$ cat src/rtl/exec_muldiv.sv
// Iterative radix-2^BPC multiply/divide unit for the exec stage.
// Shift-add multiply and restoring divide on magnitudes, with the sign fixed up in FIN.
module exec_muldiv #(
  parameter int XLEN = 32,
  parameter int BPC  = 1
) (
  input  logic            clk,
  input  logic            rstn,
  input  logic            enable,
  input  logic [2:0]      op,
  input  logic [XLEN-1:0] rs,
  input  logic [XLEN-1:0] rt,
  input  logic [4:0]      rd_in,
  input  logic            flush,
  output logic            ready,
  output logic            done,
  output logic [XLEN-1:0] data,
  output logic [4:0]      rd_out,
  output logic [2:0]      wselector
);

  localparam int N  = XLEN / BPC;
  localparam int CW = $clog2(N + 1);
  localparam int MW = XLEN + BPC;

  localparam logic [2:0] OP_MUL    = 3'b000;
  localparam logic [2:0] OP_MULH   = 3'b001;
  localparam logic [2:0] OP_MULHU  = 3'b010;
  localparam logic [2:0] OP_MULHSU = 3'b011;
  localparam logic [2:0] OP_DIV    = 3'b100;
  localparam logic [2:0] OP_DIVU   = 3'b101;
  localparam logic [2:0] OP_REM    = 3'b110;
  localparam logic [2:0] OP_REMU   = 3'b111;

  typedef enum logic [1:0] {IDLE, RUN, FIN} state_t;

  state_t          state;
  logic [CW-1:0]   cnt;
  logic [2:0]      op_q;
  logic [4:0]      rd_q;
  logic            neg_q;
  logic            neg_r;
  // hi: product high half / partial remainder; lo: multiplier+product low / quotient
  logic [XLEN:0]   hi;
  logic [XLEN-1:0] lo;
  logic [XLEN-1:0] opb;

  logic            is_div;
  logic            a_signed;
  logic            b_signed;
  logic            a_neg;
  logic            b_neg;
  logic            special;
  logic [XLEN-1:0] a_mag;
  logic [XLEN-1:0] b_mag;

  always_comb begin
    is_div   = op[2];
    a_signed = (op != OP_MULHU) && (op != OP_DIVU) && (op != OP_REMU);
    b_signed = a_signed && (op != OP_MULHSU);
    a_neg    = a_signed && rs[XLEN-1];
    b_neg    = b_signed && rt[XLEN-1];
    a_mag    = a_neg ? -rs : rs;
    b_mag    = b_neg ? -rt : rt;
    // Divide by zero and signed overflow have fixed answers and bypass RUN.
    special  = is_div && ((rt == '0) ||
               (!op[0] && (rs == {1'b1, {(XLEN-1){1'b0}}}) && (rt == '1)));
  end

  logic [MW-1:0]     pp;
  logic [2*XLEN-1:0] mul_next;
  logic [XLEN:0]     div_r;
  logic [XLEN-1:0]   div_q;

  always_comb begin
    pp       = MW'(hi[XLEN-1:0]) + MW'(opb) * MW'(lo[BPC-1:0]);
    mul_next = {pp, lo[XLEN-1:BPC]};
    div_r    = hi;
    div_q    = lo;
    // NOTE: blocking assignments here chain BPC restoring steps within one cycle.
    for (int i = 0; i < BPC; i++) begin
      div_r = {div_r[XLEN-1:0], div_q[XLEN-1]};
      div_q = {div_q[XLEN-2:0], 1'b0};
      if (div_r >= {1'b0, opb}) begin
        div_r    = div_r - {1'b0, opb};
        div_q[0] = 1'b1;
      end
    end
  end

  logic [2*XLEN-1:0] prod;
  logic [XLEN-1:0]   quot;
  logic [XLEN-1:0]   rem;
  logic [XLEN-1:0]   result;

  always_comb begin
    // NOTE: every output of this block gets a value on all paths, so no latch is inferred.
    prod   = {hi[XLEN-1:0], lo};
    if (neg_q) prod = -prod;
    quot   = neg_q ? -lo : lo;
    rem    = neg_r ? -hi[XLEN-1:0] : hi[XLEN-1:0];
    result = '0;
    case (op_q)
      OP_MUL:                      result = prod[XLEN-1:0];
      OP_MULH, OP_MULHU,
      OP_MULHSU:                   result = prod[2*XLEN-1:XLEN];
      OP_DIV, OP_DIVU:             result = quot;
      OP_REM, OP_REMU:             result = rem;
      default:                     result = '0;
    endcase
  end

  always_ff @(posedge clk) begin
    if (!rstn) begin
      state     <= IDLE;
      cnt       <= '0;
      op_q      <= '0;
      rd_q      <= '0;
      neg_q     <= 1'b0;
      neg_r     <= 1'b0;
      hi        <= '0;
      lo        <= '0;
      opb       <= '0;
      done      <= 1'b0;
      wselector <= 3'b000;
      data      <= '0;
      rd_out    <= '0;
    end else begin
      // NOTE: non-blocking for all state; done and wselector default low to form a pulse.
      done      <= 1'b0;
      wselector <= 3'b000;
      case (state)
        IDLE: begin
          if (enable && !flush) begin
            op_q <= op;
            rd_q <= rd_in;
            if (special) begin
              state <= FIN;
              cnt   <= '0;
              neg_q <= 1'b0;
              neg_r <= 1'b0;
              opb   <= '0;
              lo    <= (rt == '0) ? '1 : rs;
              hi    <= (rt == '0) ? {1'b0, rs} : '0;
            end else begin
              state <= RUN;
              cnt   <= CW'(N);
              neg_q <= a_neg ^ b_neg;
              neg_r <= a_neg;
              hi    <= '0;
              lo    <= is_div ? a_mag : b_mag;
              opb   <= is_div ? b_mag : a_mag;
            end
          end
        end
        RUN: begin
          if (flush) begin
            state <= IDLE;
          end else begin
            cnt <= cnt - CW'(1);
            if (cnt == CW'(1)) state <= FIN;
            if (op_q[2]) begin
              hi <= div_r;
              lo <= div_q;
            end else begin
              hi <= {1'b0, mul_next[2*XLEN-1:XLEN]};
              lo <= mul_next[XLEN-1:0];
            end
          end
        end
        FIN: begin
          state <= IDLE;
          if (!flush) begin
            done      <= 1'b1;
            wselector <= 3'b010;
            data      <= result;
            rd_out    <= rd_q;
          end
        end
        default: state <= IDLE;
      endcase
    end
  end

  assign ready = (state == IDLE);

endmodule

$ cat config.mk
export PLATFORM = sky130hd
export DESIGN_NAME = exec_muldiv
export DESIGN_NICKNAME = d
export VERILOG_FILES = /design/src/rtl/exec_muldiv.sv
export SDC_FILE = /design/constraint.sdc
export NUM_CORES = 1
export LEC_CHECK = 0
export ABC_AREA = 0
export BUFFER_PORTS_ARGS = -buffer_cell sky130_fd_sc_hd__buf_2
export CAP_MARGIN = 0
export CELL_PAD_IN_SITES_DETAIL_PLACEMENT = 0
export CELL_PAD_IN_SITES_GLOBAL_PLACEMENT = 1
export CORE_UTILIZATION = 41
export CTS_CLUSTER_SIZE = 10
export DETAILED_ROUTE_END_ITERATION = 6
export PLACE_DENSITY = 0.76
export SYNTH_ARGS = -nofsm -noshare
export SYNTH_HDL_FRONTEND = slang
export SYNTH_SLANG_ARGS = --single-unit
$ cat constraint.sdc
create_clock -name clk -period 3.5 [get_ports clk]
set_clock_uncertainty 0.2 [all_clocks]
set_input_delay 0.875 -clock clk [delete_from_list [all_inputs] [get_ports clk]]
set_output_delay 0.875 -clock clk [all_outputs]
set_load 0.01 [all_outputs]
; Word level (Yosys, flattened, before mapping)
; Cells that the tools add are included.
[classes]
n_bitwise = 2
n_mul = 1
order_cmp = 1
n_addsub = 8
reduce_logical = 24
n_mux = 36
eq_ne = 19
[op_table]
columns = cell, count
row1 = 2-to-1 mux 32 bit, 18
row2 = negation 32 bit, 4
row3 = one-hot mux 32 bit (2 select lines), 2
row4 = one-hot mux 32 bit (4 select lines), 1
row5 = "equality test 32 bit, second input constant", 2
row6 = 2-to-1 mux 64 bit, 1
row7 = negation 64 bit, 1
row8 = adder 32 x 33 -> 33 bit, 1
row9 = greater-or-equal comparator 33 x 32 -> 1 bit, 1
row10 = multiplier 32 x 1 -> 33 bit, 1
row11 = zero test 32 bit, 1
row12 = subtractor 32 bit, 1
row13 = 2-to-1 mux 6 bit, 3
row14 = "equality test 3 bit, second input constant", 4
row15 = one-hot mux 6 bit (2 select lines), 1
row16 = 2-to-1 mux 2 bit, 5
row17 = logical AND 1 bit, 9
row18 = "inequality test 3 bit, second input constant", 3
row19 = AND reduction 2 bit, 4
row20 = "equality test 3 x 2 -> 1 bit, second input constant", 2
row21 = "equality test 6 x 1 -> 1 bit, second input constant", 1
row22 = "inequality test 3 x 2 -> 1 bit, second input constant", 2
row23 = "subtractor 6 x 1 -> 6 bit, second input constant", 1
row24 = 2-to-1 mux 1 bit, 4
row25 = other kinds (16), 18
[word_totals]
out_inout_bits = 42
reg_bits = 155
wordCells = 104
input_bits = 76

; Depth between registers and ports, before layout
[depth]
ltp_word = 10
mapped_depth = 15
ltp_nobuf = 14

; Worst setup path after synthesis
; Ideal clock, no wire load.
[synth_timing]
path_type = input to register
startpoint = input port rs[1]
endpoint = register state[0]
setup_ns = 0.116
path_buffers = 2
required_time_ns = 3.184
slack_ns = -0.033
stages = 12
arrival_time_ns = 3.217
path_cell_list = inv_1 ha_1 or4b_1 or3_4 nor2b_2 nand2_2 nor3_4 o21ai_2 and3_1 buf_2 buf_2 a41o_1
[synth_between]
elab_chain_cells = 8
[synth_rtl]
columns = element, line_no
row1 = start: declaration, 11  ; input logic [XLEN-1:0] rs,
row2 = equality test 32 bit, 67  ; (!op[0] && (rs == {1'b1, {(XLEN-1){1'b0}}}) && (rt == '1)));
row3 = logical AND 1 bit (2 in series), 67
row4 = logical OR 1 bit, 66  ; special = is_div && ((rt == '0) ||
row5 = logical AND 1 bit, 66
row6 = 2-to-1 mux 2 bit, 137  ; if (special) begin
row7 = 2-to-1 mux 2 bit, 134  ; if (enable && !flush) begin
row8 = one-hot mux 2 bit (2 select lines), 132  ; case (state)
row9 = end signal: assignment, 138  ; state <= FIN;
row10 = end signal: assignment, 146  ; state <= RUN;
row11 = end signal: assignment, 158  ; state <= IDLE;
row12 = end: declaration, 37  ; state_t state;
; Every way passes these cells. The select of a mux whose other input is x is not followed.
; A chain may end at the register's enable or synchronous reset.

; Final worst setup path
[layout_timing]
startpoint = register opb[0]
endpoint = register hi[23]
[layout_between]
elab_chain_cells = 5
word_cells_on_any_way = 8
cone_classes = add/sub: 2 / mul: 1 / order compare: 1 / mux: 4
[layout_rtl]
columns = element, line_no
row1 = start: declaration, 46  ; logic [XLEN-1:0] opb;
row2 = start signal: assignment, 152  ; opb <= is_div ? b_mag : a_mag;
row3 = multiplier 32 x 1 -> 33 bit (tied with other cells), 76  ; pp = MW'(hi[XLEN-1:0]) + MW'(opb) * MW'(lo[BPC-1:0]);
row4 = adder 32 x 33 -> 33 bit / 2-to-1 mux 32 bit (equally long branches), "76, 84"
row5 = 2-to-1 mux 32 bit *, 162  ; if (op_q[2]) begin
row6 = 2-to-1 mux 32 bit *, 157  ; if (flush) begin
row7 = one-hot mux 32 bit (2 select lines) *, 132
row8 = end signal: assignment, 144  ; hi <= (rt == '0) ? {1'b0, rs} : '0;
row9 = end signal: assignment, 163  ; hi <= div_r;
row10 = end signal: assignment, 166  ; hi <= {1'b0, mul_next[2*XLEN-1:XLEN]};
row11 = end: declaration, 44  ; logic [XLEN:0] hi;
; Every way passes the cells marked *; elsewhere a longest branch is shown, timed or not. The select of a mux whose other input is x is not followed.

==> impl_results.md <==
- Status: complete, but fails checks
- Failing checks: design-rule violations
- Via count: about 18k
- Combined area of the multi-input logic cells: roughly 0.011 mm²
- Pre-CTS setup slack: -0.3916 ns
- Synth warn: 0
- Clock share of power: between 20% and 30%
- Worst hold path type: register to register
- GRT Util Overall: 36.39%
- Cells on Worst Hold Path: 2
- First-pass GRT wire length: around 100,000 µm
- Startpoint class of the critical path: register
- Top_reg_cell synth: dfxtp_1
- RSZ-0062 raised after global routing: yes
- Layout fillers: between 3k and 4k
- # setup viols final: 0
- Worst-Margin Slew: about 1.2 ns
- Post-layout min period: 3.416 ns
- Hold path endpoint: data[13]$_SDFFE_PN0P_
- CTS tree: built
- Largest net degree at the start of global routing: 88
- Max_cap viols: 0
- Post-Syn Area per Cell: roughly 7 µm²
- # DRC: 7
- Synthesized flop and latch total: about 150
- Post-DP HPWL: 53,200 µm
- Setup TNS: 0 ns
- Rows: 69
- First-pass detailed-route iteration total: 7
- Final core occ: a little over half
- Final period utilization: a little over nine tenths
- Sequential power share: a little over a quarter
- Core Footprint: between 0.03 and 0.04 mm²
- Die H: between 150 and 200 µm
- Final count of hold timing violations: 0
- Crit path required time: between 3 and 4 ns
- Most common cell after layout, fill and taps aside: buf_4
- Average vias per placed instance: 6.129
- Vias in the first global route: 16.19k
- Slowest cell on the critical path: fa_2
- WP data arrival: about 3.6 ns
- Antenna Nets Post-Route: 0
- Number of synthesized flops with an enable pin: 0
- Setup crit end kind: register
- Nets: between 2k and 3k
- Fin. max-slew vios: 0
- Synth unique cells: just under 90
- Max stage delay on crit path: around 0.4 ns
- Cts bufs inserted: 17
- Final cell count without fillers: 2,867
- Post-Syn Area: around 0.015 mm²
- Leakage: ~0.0082 µW
- Placed cell count: 2,832
- Die Width: 192.7 µm
- Htree depth: 4
- PortBufs: around 120
- Layout cells sized above 1: between 20% and 30%
- Reg-to-reg endpoint: hi[23]$_SDFFE_PN0P_
- Clk slew on worst S/H paths: ~0.070 ns
- VDD IR max: 0.3577 mV
- Top Ports: 118
- Psw: roughly 2800 µW
- Initial antenna violation count: 0
- Launching point of the worst reg2reg path: opb[0]$_SDFFE_PN0P_
- Sequential area share after synthesis: between 20% and 30%
- 1st-iter DRT viols: around 2.0k
- Crit Path Max Fanout: 3
- Synth async-reset ratio: 0%
- Hold_buf cts: 0
- Worst Hold Launch: data[13]$_SDFFE_PN0P_
- Cells after Synth: 2,085
- Relative slew slack: a little over a fifth
- Flop-to-flop setup slack: 0.08 ns
- Total die area: 0.03713 mm²
- Total power: 7142 µW
- Max Root-Sink Buffers: 2
- Internal power: ~4300 µW
- Clk_lat worst skew: 0.46 ns
- Antenna diodes: 0
- Initial core utilization: 41.82%
- Power Dens Cells: ~380 mW/mm²
- Clk root buf: clkbuf_16
- Fmax: around 290 MHz
- Final worst slack: approximately 0.084 ns
- Total length of routed wires: about 70,000 µm
- Reg area: about 0.003 mm²
- Clock sink count: 152
- Area growth syn-to-layout: 27.26%
- R2R cell count: 15
- Switching part of the total: between 30% and 40%
- Gr ovfl total: 0
- Most frequent cells in the layout: buf_4, nand2_1, o21ai_0
- GP Congestion: slightly above 1
- Post-DR wirelength/cell: roughly 24 µm
- Gate power share: 45.7%
- Crit path cell chain: and2_1 > ha_2 > fa_2 > a211oi_4 > o21ai_2 > a21o_1 > o21ai_2 > buf_4 > nand2b_1 > a41oi_2 > buf_4 > o31ai_2 > xnor2_1 > nor3_1 > o31a_1
- WS Path Type: register to register
-- critical path, delay by kind of cell (launching register included) --
| family | cells | cell delay, ns |
|---|---|---|
| adders and majority gates | 2 | 0.59 |
| DFF | 1 | 0.37 |
| buffers and inverters | 2 | 0.28 |
| AOI/OAI and AO/OA | 7 | 1.34 |
| and+or+nand+nor | 3 | 0.29 |
| xor gates and xnor gates | 1 | 0.23 |
-- state kept, by name, summed over array words and instances, names as in the netlist --
name / count
data: 32
neg_r: 1
rd_q: 5
op_q: 3
neg_q: 1
hi: 32
state: 2
opb: 32
wselector: 1
cnt: 6
rd_out: 5
lo: 32
-- cell families after synthesis --
| family | Yosys count | synth area share [%] |
|---|---|---|
| AO/OA/AOI/OAI | 734 | 30.63 |
| AND/OR/NAND/NOR | 644 | 20.90 |
| buffers and inverters | 228 | 6.218 |
| XOR/XNOR | 186 | 10.93 |
| flip-flops | 152 | 20.41 |
| adder cells (fa/ha/maj) | 73 | 6.226 |
| multiplexers | 67 | 4.666 |
| other | 1 | 0.02515 |
-- power groups by stage --
stage          Clock [µW]  Combinational, µW  Sequential [µW]
2_1_floorplan           0               1760             1940
3_3_place_gp            0               3030             1970
3_5_place_dp            0               3050             1970
4_1_cts              1960               3110             1930
5_1_grt              2020               3480             1940
6_report             1950               3260             1930
-- per-stage QoR --
stage / hold WS (ns) / cell area (µm²)
6_report: 0.2568 / 18980
5_1_grt: 0.2696 / 18980
4_1_cts: 0.2581 / 18700
3_5_place_dp: 0.2476 / 18000
3_3_place_gp: 0.2438 / 18000
2_1_floorplan: 0.2366 / 14920
-- worst max path at each step --
stage / end / startpoint
after floorplan: state[0]$_SDFFE_PN0P_ / rs[1]
after global placement: lo[21]$_SDFFE_PN0P_ / rt[0]
after detailed placement: hi[11]$_SDFFE_PN0P_ / rt[0]
after CTS: hi[26]$_SDFFE_PN0P_ / lo[0]$_SDFFE_PN0P_
after global routing: hi[26]$_SDFFE_PN0P_ / opb[1]$_SDFFE_PN0P_
final: hi[23]$_SDFFE_PN0P_ / opb[0]$_SDFFE_PN0P_
-- synth_stat cells (all sizes together) (9+ instances only) --
cell type	n	area share [%]
a211oi	16	0.81
a21boi	16	0.81
a21o	50	2.5
a21oi	195	6.6
a221oi	18	1.1
a22oi	10	0.50
a31oi	32	1.3
and2	9	0.38
and3	14	0.59
buf	32	1.3
clkbuf	124	3.1
dfxtp	152	20
ha	71	6.0
inv	71	1.8
mux2	20	1.5
mux2i	47	3.2
nand2	236	6.0
nand2b	17	0.71
nand3	48	1.6
nand4	27	1.1
nor2	148	3.7
nor2b	11	0.48
nor3	35	1.3
nor4	24	1.2
o211ai	24	1.2
o21ai	218	7.3
o221ai	20	1.2
o22a	9	0.53
o22ai	28	1.2
o31ai	28	1.4
or2	20	0.84
or3	21	0.98
or4	11	0.63
xnor2	88	5.2
xor2	98	5.8
-- routing by layer --
metal | up-vias | routed length (µm) | track usage, %
met5 | - | 0 | 0
met4 | 0 | 3623 | 17.90
met3 | 140 | 6230 | 5.528
met2 | 890 | 28530 | 54.14
met1 | 8343 | 29630 | 50.63
li1 | 8199 | - | -
-- what timing repair did --
| item | 4_1_cts | 5_1_grt |
|---|---|---|
| pin swaps | 7 | 26 |
| gates resized for setup | 31 | 59 |
| setup endpoints to repair | 31 | 56 |
| buffers inserted | 1 | 4 |
-- cell type report --
| type | count | share of cell area (%) |
|---|---|---|
| Multi-Input combinational cell | 1706 | 59.58 |
| Clock inverter | 11 | 0.7912 |
| Inverter | 72 | 1.451 |
| Tap cell | 461 | 3.040 |
| Sequential cell | 152 | 16.08 |
| Clock buffer | 19 | 2.281 |
| Timing Repair Buffer | 446 | 16.77 |
No activity file was read; power rests on OpenSTA's default activity.
